==> config.mk <==
export PLATFORM = sky130hd
export DESIGN_NAME = uc_secuenciador
export DESIGN_NICKNAME = d
export VERILOG_FILES = /design/src/rtl/uc_secuenciador.sv
export SDC_FILE = /design/constraint.sdc
export NUM_CORES = 1
export LEC_CHECK = 0
export CAP_MARGIN = 40
export CORE_ASPECT_RATIO = 1.2
export CORE_MARGIN = 1
export CORE_UTILIZATION = 54
export CTS_CLUSTER_SIZE = 16
export DETAILED_ROUTE_END_ITERATION = 10
export PLACE_DENSITY = 0.8
export SLEW_MARGIN = 20
export SYNTH_ARGS = -nofsm -noshare
export SYNTH_HDL_FRONTEND = slang
export SYNTH_SLANG_ARGS = --single-unit
==> constraint.sdc <==
create_clock -name clk -period 3 [get_ports clk]
set_input_delay 0.6 -clock clk [delete_from_list [all_inputs] [get_ports clk]]
set_output_delay 0.6 -clock clk [all_outputs]
set_load 0.02 [all_outputs]
==> src/rtl/uc_secuenciador.sv <==
// Two-phase (FETCH/EXEC) control unit for the microc datapath with a return-address stack, HALT and FAULT.
// Optional macro UC_ILLEGAL_TRAP_EN: illegal opcodes trap to FAULT instead of executing as NOP.
module uc_secuenciador #(
    parameter int STACK_DEPTH = 4,
    parameter int AW          = 10
) (
    input  logic          clk,
    input  logic          reset,
    input  logic [5:0]    opcode,
    input  logic          z,
    input  logic [AW-1:0] pc_plus1,
    output logic          pc_en,
    output logic          s_inc,
    output logic          s_ret,
    output logic [AW-1:0] ret_addr,
    output logic          s_inm,
    output logic          we3,
    output logic          wez,
    output logic [2:0]    Op,
    output logic          halted,
    output logic          fault
);
    localparam int IW  = $clog2(STACK_DEPTH);
    localparam int SPW = IW + 1;

    typedef enum logic [1:0] {
        ST_FETCH,
        ST_EXEC,
        ST_HALT,
        ST_FAULT
    } state_t;

    state_t          state_reg, state_next;
    logic [SPW-1:0]  sp_reg, sp_next;
    logic [SPW-1:0]  sp_m1;
    logic            push;
    logic            stack_full;
    logic            stack_empty;
    logic [AW-1:0]   stack_reg [STACK_DEPTH];

    assign stack_full  = (sp_reg == SPW'(STACK_DEPTH));
    assign stack_empty = (sp_reg == '0);
    assign sp_m1       = sp_reg - SPW'(1);
    assign ret_addr    = stack_empty ? '0 : stack_reg[sp_m1[IW-1:0]];

    assign halted = (state_reg == ST_HALT);
    assign fault  = (state_reg == ST_FAULT);

    always_ff @(posedge clk or negedge reset) begin
        if (!reset) begin
            state_reg <= ST_FETCH;
            sp_reg    <= '0;
        end else begin
            state_reg <= state_next;
            sp_reg    <= sp_next;
        end
    end

    // push is only raised while sp < STACK_DEPTH, so the low bits always index a valid entry
    always_ff @(posedge clk or negedge reset) begin
        if (!reset) begin
            for (int i = 0; i < STACK_DEPTH; i++) begin
                stack_reg[i] <= '0;
            end
        end else if (push) begin
            stack_reg[sp_reg[IW-1:0]] <= pc_plus1;
        end
    end

    always_comb begin
        state_next = state_reg;
        sp_next    = sp_reg;
        push       = 1'b0;
        pc_en      = 1'b0;
        s_inc      = 1'b1;
        s_ret      = 1'b0;
        s_inm      = 1'b0;
        we3        = 1'b0;
        wez        = 1'b0;
        Op         = 3'b000;
        unique case (state_reg)
            ST_FETCH: state_next = ST_EXEC;
            ST_EXEC: begin
                state_next = ST_FETCH;
                if (opcode[5]) begin
                    Op    = opcode[4:2];
                    we3   = 1'b1;
                    wez   = 1'b1;
                    pc_en = 1'b1;
                end else if (opcode[4:2] == 3'b001) begin
                    s_inm = 1'b1;
                    we3   = 1'b1;
                    pc_en = 1'b1;
                end else if (opcode[4:2] == 3'b000) begin
                    pc_en = 1'b1;
                end else begin
                    unique case (opcode[4:0])
                        5'b10000: begin
                            s_inc = 1'b0;
                            pc_en = 1'b1;
                        end
                        5'b10001: begin
                            s_inc = ~z;
                            pc_en = 1'b1;
                        end
                        5'b10010: begin
                            s_inc = z;
                            pc_en = 1'b1;
                        end
                        5'b10011: begin
                            if (stack_full) begin
                                state_next = ST_FAULT;
                            end else begin
                                push    = 1'b1;
                                sp_next = sp_reg + SPW'(1);
                                s_inc   = 1'b0;
                                pc_en   = 1'b1;
                            end
                        end
                        5'b10100: begin
                            if (stack_empty) begin
                                state_next = ST_FAULT;
                            end else begin
                                sp_next = sp_m1;
                                s_ret   = 1'b1;
                                pc_en   = 1'b1;
                            end
                        end
                        5'b11111: state_next = ST_HALT;
                        default: begin
`ifdef UC_ILLEGAL_TRAP_EN
                            state_next = ST_FAULT;
`else
                            pc_en = 1'b1;
`endif
                        end
                    endcase
                end
            end
            ST_HALT:  state_next = ST_HALT;
            ST_FAULT: state_next = ST_FAULT;
            default:  state_next = ST_FETCH;
        endcase
    end
endmodule

# --- Yosys cells after proc, flatten, opt, wreduce, memory -nomap -nowiden ---
# Index checks and enable logic that the tools add are counted.
word_totals:
  reg_bits: 45
  elab_cells: 85
classes:
  addsub: 2
  n_lt_le_gt_ge: 3
  eq_ne: 13
  mux: 49
  n_bitwise: 6
  n_reduce_logical: 6
op_table:
  columns: ["operator", "n"]
  rows:
  - ["40-bit bitwise mux", 1]
  - ["10-bit two-way mux", 4]
  - ["5-bit == test, second input constant", 6]
  - ["1-bit two-way mux", 28]
  - ["10-bit binary-select mux with 2-bit select", 1]
  - ["10-bit demux with 2-bit select", 1]
  - ["3-bit two-way mux", 4]
  - ["2-bit two-way mux", 5]
  - ["2-bit case mux with 4 select lines", 1]
  - ["7-bit AND reduction", 1]
  - ["3-bit >= comparator, second input constant", 2]
  - ["3-bit logical NOT", 2]
  - ["2-bit inverter with 3-bit output", 2]
  - ["2-bit case mux with 3 select lines", 1]
  - ["3-bit case mux with 2 select lines", 1]
  - ["2-bit == test, second input constant", 2]
  - ["2-bit inequality test, second input constant", 2]
  - ["1-bit inverter", 4]
  - ["1-bit case mux with 4 select lines", 1]
  - ["3-bit by 1-bit adder with 3-bit output, second input constant", 1]
  - ["3-bit by 1-bit == test with 1-bit output, second input constant", 1]
  - ["3-bit == test, second input constant", 1]
  - ["3-bit by 1-bit less-than comparator with 1-bit output, second input constant", 1]
  - ["1-bit case mux with 3 select lines", 1]
  - ["5 further kinds", 5]

# --- Logic depth before layout (Yosys ltp) ---
# Gate-level depths: netlist (run 1).
logic_depth:
  word_depth: 7
  depth_mapped: 7

# --- Least setup slack after synthesis (run 1) ---
# No wires, ideal clock.
synth_path:
  path_type: "register -> output"
  from: "register sp_reg[0]"
  to: "output port s_ret"
  arrival_time_ns: 2.112
  required_time_ns: 2.400
  slack_ns: 0.288
  stages_incl_launch_ff: 7
  path_buffers: 2
  path_cell_list: "dfrtp_1 > buf_2 > inv_1 > ha_1 > nor2b_1 > clkbuf_1 > nor4_1"
synth_via:
  elab_chain_cells: 7
synth_lines:
  columns: ["element", "line", "rtl"]
  rows:
  - ["from (decl)", "34", "logic [SPW-1:0] sp_reg, sp_next;"]
  - ["from (signal assigned)", "55", "sp_reg <= sp_next;"]
  - ["3-bit logical NOT", "42", "assign stack_empty = (sp_reg == '0);"]
  - ["1-bit two-way mux", "121", "if (stack_empty) begin"]
  - ["1-bit two-way mux", "97", "unique case (opcode[4:0])"]
  - ["1-bit two-way mux", "94", "end else if (opcode[4:2] == 3'b000) begin"]
  - ["1-bit two-way mux", "90", "end else if (opcode[4:2] == 3'b001) begin"]
  - ["1-bit two-way mux", "85", "if (opcode[5]) begin"]
  - ["1-bit two-way mux", "81", "unique case (state_reg)"]
  - ["to (decl)", "14", "output logic s_ret,"]
# Every way passes these cells.

# --- Final worst setup path (run 1) ---
layout_path:
  from: "input port opcode[1]"
  to: "output port pc_en"
layout_via:
  elab_chain_cells: 6
layout_lines:
  columns: ["element", "line", "rtl"]
  rows:
  - ["from (decl)", "9", "input logic [5:0] opcode,"]
  - ["5-bit == test", "97", null]
  - ["1-bit case mux with 3 select lines *", "97", null]
  - ["1-bit two-way mux *", "94", null]
  - ["1-bit two-way mux *", "90", null]
  - ["1-bit two-way mux *", "85", null]
  - ["1-bit two-way mux *", "81", null]
  - ["to (decl)", "12", "output logic pc_en,"]
# Every way passes the cells marked *; elsewhere a longest branch is shown, timed or not.

==> reports/results.tsv, run 1 <==
metric	value	unit
synth_top_area_cell	dfrtp_1	
drtIter0Drc	80	
cts_tree	done	
switchingPower	0.670	mW
crit_type	input port to primary output	
finalCritPeriodShare	96.5	%
fp.dieW	64.7	um
max_freq	346	MHz
first_global_vias	1778	
die_area	0.00500	mm2
synth_area_leaders	dfrtp_1, mux2_4, mux4_2	
track_usage	24.4	%
vias	1599	
avgRoutedWirePerCell	19.1	um
dp_slack	-0.123	ns
root_buffer	clkbuf_8	
avgViaCountPerCell	5.63	
ioPinCount	40	
drive_gt1_share	38.5	%
cts-buffers-inserted	5	
syn-num-nets	195	
reg2regPathDepth	4	
antenna_found_initial	0	
reg2reg_to	stack_reg[39]	
max_cap_violations	0	
drc	0	
crit_path_end_kind	primary output	
cp_max_fo	3	
place.gp.congestion	0.862	
cts_sinks	45	
grt_max_degree	36	
area_delta_synth_final	24.7	%
yosysSeqAreaShare	44.2	%
tightestPinTransition	0.392	ns
wl	5440	um
synth-main-ff-cell	dfrtp_1	
drtAntennaViolNets	0	
synth_commonest_cells	dfrtp_1, mux2_4, nor2b_1	
fillers	325	
pwr-share-seq	38.7	%
arrival	2.29	ns
hp-class	input port to async pin	
yosysUniqueCellTypes	43	
max-slew-margin-rel	73.7	%
clockPowerShare	19.3	%
powerDensity	613	mW/mm2
r2r_setup_slack	1.13	ns
async_flop_share	100	%
rows	27	
diodes	0	
htree_levels	2	
min_period	2.89	ns
pwr-share-comb	42.0	%
ys_warn_count	0	
die_h	77.3	um
coreArea	0.00456	mm2
synth_top_area_share	44.2	%
synth.avg_cell_area	14.9	um2
syn_area	0.00255	mm2
reg2reg_from	state_reg[1]	
grt_pass1_wl	9090	um
ctsHoldBuffers	0	
final_util	69.7	%
peakVddDrop	0.383	mV
start_util	55.9	%
crit_required	2.40	ns
finalClockSkew	0.00928	ns
status	complete, no violations	
switching_share	34.3	%
setup_violations	0	
layout.nets	249	
fin_ws	0.106	ns
clockBufferDepth	2	
port_buffers	39	
p_leak	1.55	nW
p_int	1.28	mW
clkLatencyLatePin	0.30	ns
firstDrtPassIters	4	
yosys.cell_count.top_type	dfrtp_1	
overflow	0	
synth_edf_count	0	
largest_reg_flops	40	
rsz0062_at_grt	no	
final_hold_viol_count	0	
startpoint_type	input port	
synth_cells	171	
drv_slew	0	
place_hpwl	3860	um
synth-seq-cells	45	
clk_pin_slew	0.09	ns
stage by stage:
step	total power [mW]	hold slack, ns	cells	area [um2]	setup TNS, ns
6_report	1.95	0.158	284	3180	0
5_1_grt	2.06	0.157	284	3180	0
4_1_cts	1.94	0.167	284	3170	0
3_5_place_dp	1.56	0.490	276	3080	-0.308
3_3_place_gp	1.54	0.487	275	3060	-0.0798
2_1_floorplan	1.27	0.304	171	2550	0
power groups by stage:
stage | Combinational, mW | Clock, mW | Sequential (mW)
final | 0.819 | 0.377 | 0.754
after global routing | 0.875 | 0.418 | 0.767
after CTS | 0.803 | 0.384 | 0.751
after detailed placement | 0.799 | 0 | 0.762
after global placement | 0.783 | 0 | 0.753
after floorplan | 0.525 | 0 | 0.746
final cells by class:
type                    instances  area (um2)  share of cell area, %
clock buffers                   5        68.8                   2.16
clock inverters                 3        21.3                  0.669
inverters                       2        7.51                  0.236
multi-input cells             116        1370                   43.0
flip-flops and latches         45        1130                   35.4
well taps                      58        72.6                   2.28
repair buffers                 55         515                   16.2
critical path, stage by stage:
cell and delay [ns]:
clkdlybuf4s50_1 0.46, or4b_1 0.55, a21boi_2 0.17, a21o_1 0.15, nor2_1 0.05, dlygate4sd2_1 0.32
worst max path at each step:
stage	slack [ns]	from	endpoint
detailed placement	-0.12	opcode[1]	s_ret
floorplan	0.29	sp_reg[0]	s_ret
CTS	0.02	opcode[2]	we3
finish	0.11	opcode[1]	pc_en
global route	0.02	opcode[1]	pc_en
global placement	-0.05	opcode[1]	pc_en
what timing repair did:
item	in CTS	in global routing
endpoints found under the hold margin	0	0
resized for setup	5	2
cloned	0	0
endpoints found under the setup margin	14	11
setup buffers	0	0
layout by cell type (no fill, tap or decap), types with 2 or more instances in the layout:
cell / instances
dfrtp_1: 45
nor2b_1: 12
nor4_1: 2
nor2_1: 6
inv_1: 2
xor2_1: 2
nand3_4: 3
and3_1: 3
nand2_1: 3
dlygate4sd2_1: 4
mux2i_1: 2
nand2b_1: 2
clkdlybuf4s50_1: 33
buf_4: 15
a21oi_1: 2
mux2_4: 40
and2_1: 2
clkbuf_8: 5
ha_1: 4
mux4_2: 10
metal layers:
metal	GRT usage (%)	vias up	routed length (um)
met1	30.5	806	2280
met3	4.32	9	201
met2	42.2	53	2880
li1	-	731	-
met4	7.33	0	76
met5	0	-	0
logic make-up after synthesis:
group / Yosys count / synth area share, %
DFF: 45 / 44.2
muxes: 52 / 33.2
buffers and inverters: 10 / 2.65
AOI/OAI and AO/OA: 9 / 3.09
and+or+nand+nor: 47 / 13.4
adders and majority gates: 5 / 2.45
xor gates and xnor gates: 3 / 1.03
Note: power is estimated with default switching activity, not from simulation.
==> run 2: changes to the inputs <==
--- a/config.mk
+++ b/config.mk
@@ -11,7 +11,7 @@
 export CORE_UTILIZATION = 54
 export CTS_CLUSTER_SIZE = 16
 export DETAILED_ROUTE_END_ITERATION = 10
-export PLACE_DENSITY = 0.8
+export PLACE_DENSITY_LB_ADDON = 0.2
 export SLEW_MARGIN = 20
 export SYNTH_ARGS = -nofsm -noshare
 export SYNTH_HDL_FRONTEND = slang
==> run 2 against run 1 <==
Effect of this change:
- sequential share of layout area is 0.11 points higher
- count of clock-buffer cells in the layout is 1 higher
- final area is 0.31% lower
- hold slack better by 0.036 ns
- combinational power is 0.7% lower
- register-to-register slack worse by 0.09 ns
- utilization is 0.22 points lower
- routed wire length is 4.5% lower
- global-route usage is 1.2 points lower
- setup slack worse by 0.032 ns
- highest routed layer unchanged
- critical path depth stayed put
- largest cell class unchanged
==> reports/results.tsv, run 2 (synthesized netlist as in run 1, its figures left out) <==
metric	value	unit
powerDensity	614	mW/mm2
power.total	1.94	mW
dp_slack	-0.134	ns
rows	27	
clockBufferDepth	2	
cp_top_family	buffers and inverters	
p_leak	1.57	nW
die_h	77.3	um
crit_path_end_kind	primary output	
antenna_found_initial	0	
peakVddDrop	0.323	mV
cts_sinks	45	
max_freq	342	MHz
htree_levels	2	
layout_commonest_cell	dfrtp_1	
finalCritPeriodShare	97.5	%
port_buffers	39	
fp.dieW	64.7	um
drtIter0Drc	43	
fin_ws	0.0746	ns
avgViaCountPerCell	5.73	
largest_reg_flops	40	
max-slew-margin-rel	75.9	%
min_period	2.93	ns
cts-buffers-inserted	5	
path_cells	clkdlybuf4s50_1, or4b_1, a21boi_2, a21o_1, nor2_1, dlygate4sd2_1	
post_cts_resize_count	4	
crit_type	input port to primary output	
clk_pin_slew	0.08	ns
final_cell_mix	dfrtp_1, mux2_4, clkdlybuf4s50_1, buf_4, nor2b_1	
start_util	55.9	%
avgRoutedWirePerCell	18.3	um
startpoint_type	input port	
grt_pass1_wl	8690	um
root_buffer	clkbuf_8	
area_delta_synth_final	24.3	%
wl	5190	um
hp-class	input port to async pin	
drc	0	
coreArea	0.00456	mm2
die_area	0.00500	mm2
worst_path_largest_cell_delay	0.52	ns
place_hpwl	3770	um
status	complete, no violations	
track_usage	23.2	%
rsz0062_at_grt	no	
vias	1621	
tightestPinTransition	0.359	ns
cts_setup_buffers	0	
fin_hold_ws	0.194	ns
fillers	327	
finalClockSkew	0.00591	ns
setup_violations	0	
drtAntennaViolNets	0	
final_util	69.5	%
ioPinCount	40	
grt_max_degree	33	
arrival	2.33	ns
place.gp.congestion	0.849	
diodes	0	
firstDrtPassIters	4	
drive_gt1_share	37.8	%
first_global_vias	1775	
crit_required	2.40	ns
max_cap_violations	0	
path_buf_inv	2	
ctsHoldBuffers	0	
drv_slew	0	
layout.nets	249	
fin_tns_setup	0	ns
cp_max_fo	4	
clkLatencyLatePin	0.30	ns
overflow	0	
final_hold_viol_count	0	
cts_tree	done	
crit_slowest_cell	clkdlybuf4s50_1	
[run 2: through the flow]
step                      std cells  cell area (um2)
after floorplan                 171             2550
after global placement          275             3060
after detailed placement        276             3080
after CTS                       283             3160
after global routing            283             3170
final                           283             3170
[run 2: path summary, 6_finish.rpt]
path,from,end,slack [ns],cells past startpoint
max,opcode[2],pc_en,0.07,6
min,reset,sp_reg[2],0.19,1
max reg2reg,sp_reg[1],stack_reg[31],1.04,6
min reg2reg,stack_reg[14],stack_reg[14],0.51,1
max in group asynchronous,reset,stack_reg[34],2.33,2
min in group clk,stack_reg[14],stack_reg[14],0.51,1
[run 2: final cells by class]
type,instances,area (um2),area share [%]
multi-input cells,116,1360,42.8
repair buffers,55,518,16.3
clock buffers,6,82.6,2.61
flip-flops and latches,45,1130,35.5
inverters,2,7.51,0.237
clock inverters,1,7.51,0.237
well taps,58,72.6,2.29
[run 2: power breakdown]
group | leakage, nW | internal, mW | switching, mW
sequential | 0.612 | 0.690 | 0.0620
clock | 0.0433 | 0.182 | 0.198
combinational | 0.912 | 0.424 | 0.389
[run 2: routing by layer]
| layer | share of wire [%] | track usage [%] |
|---|---|---|
| met1 | 42 | 27.8 |
| met2 | 53 | 41.4 |
| met3 | 3.4 | 3.72 |
| met4 | 1.7 | 7.56 |
| met5 | 0 | 0 |
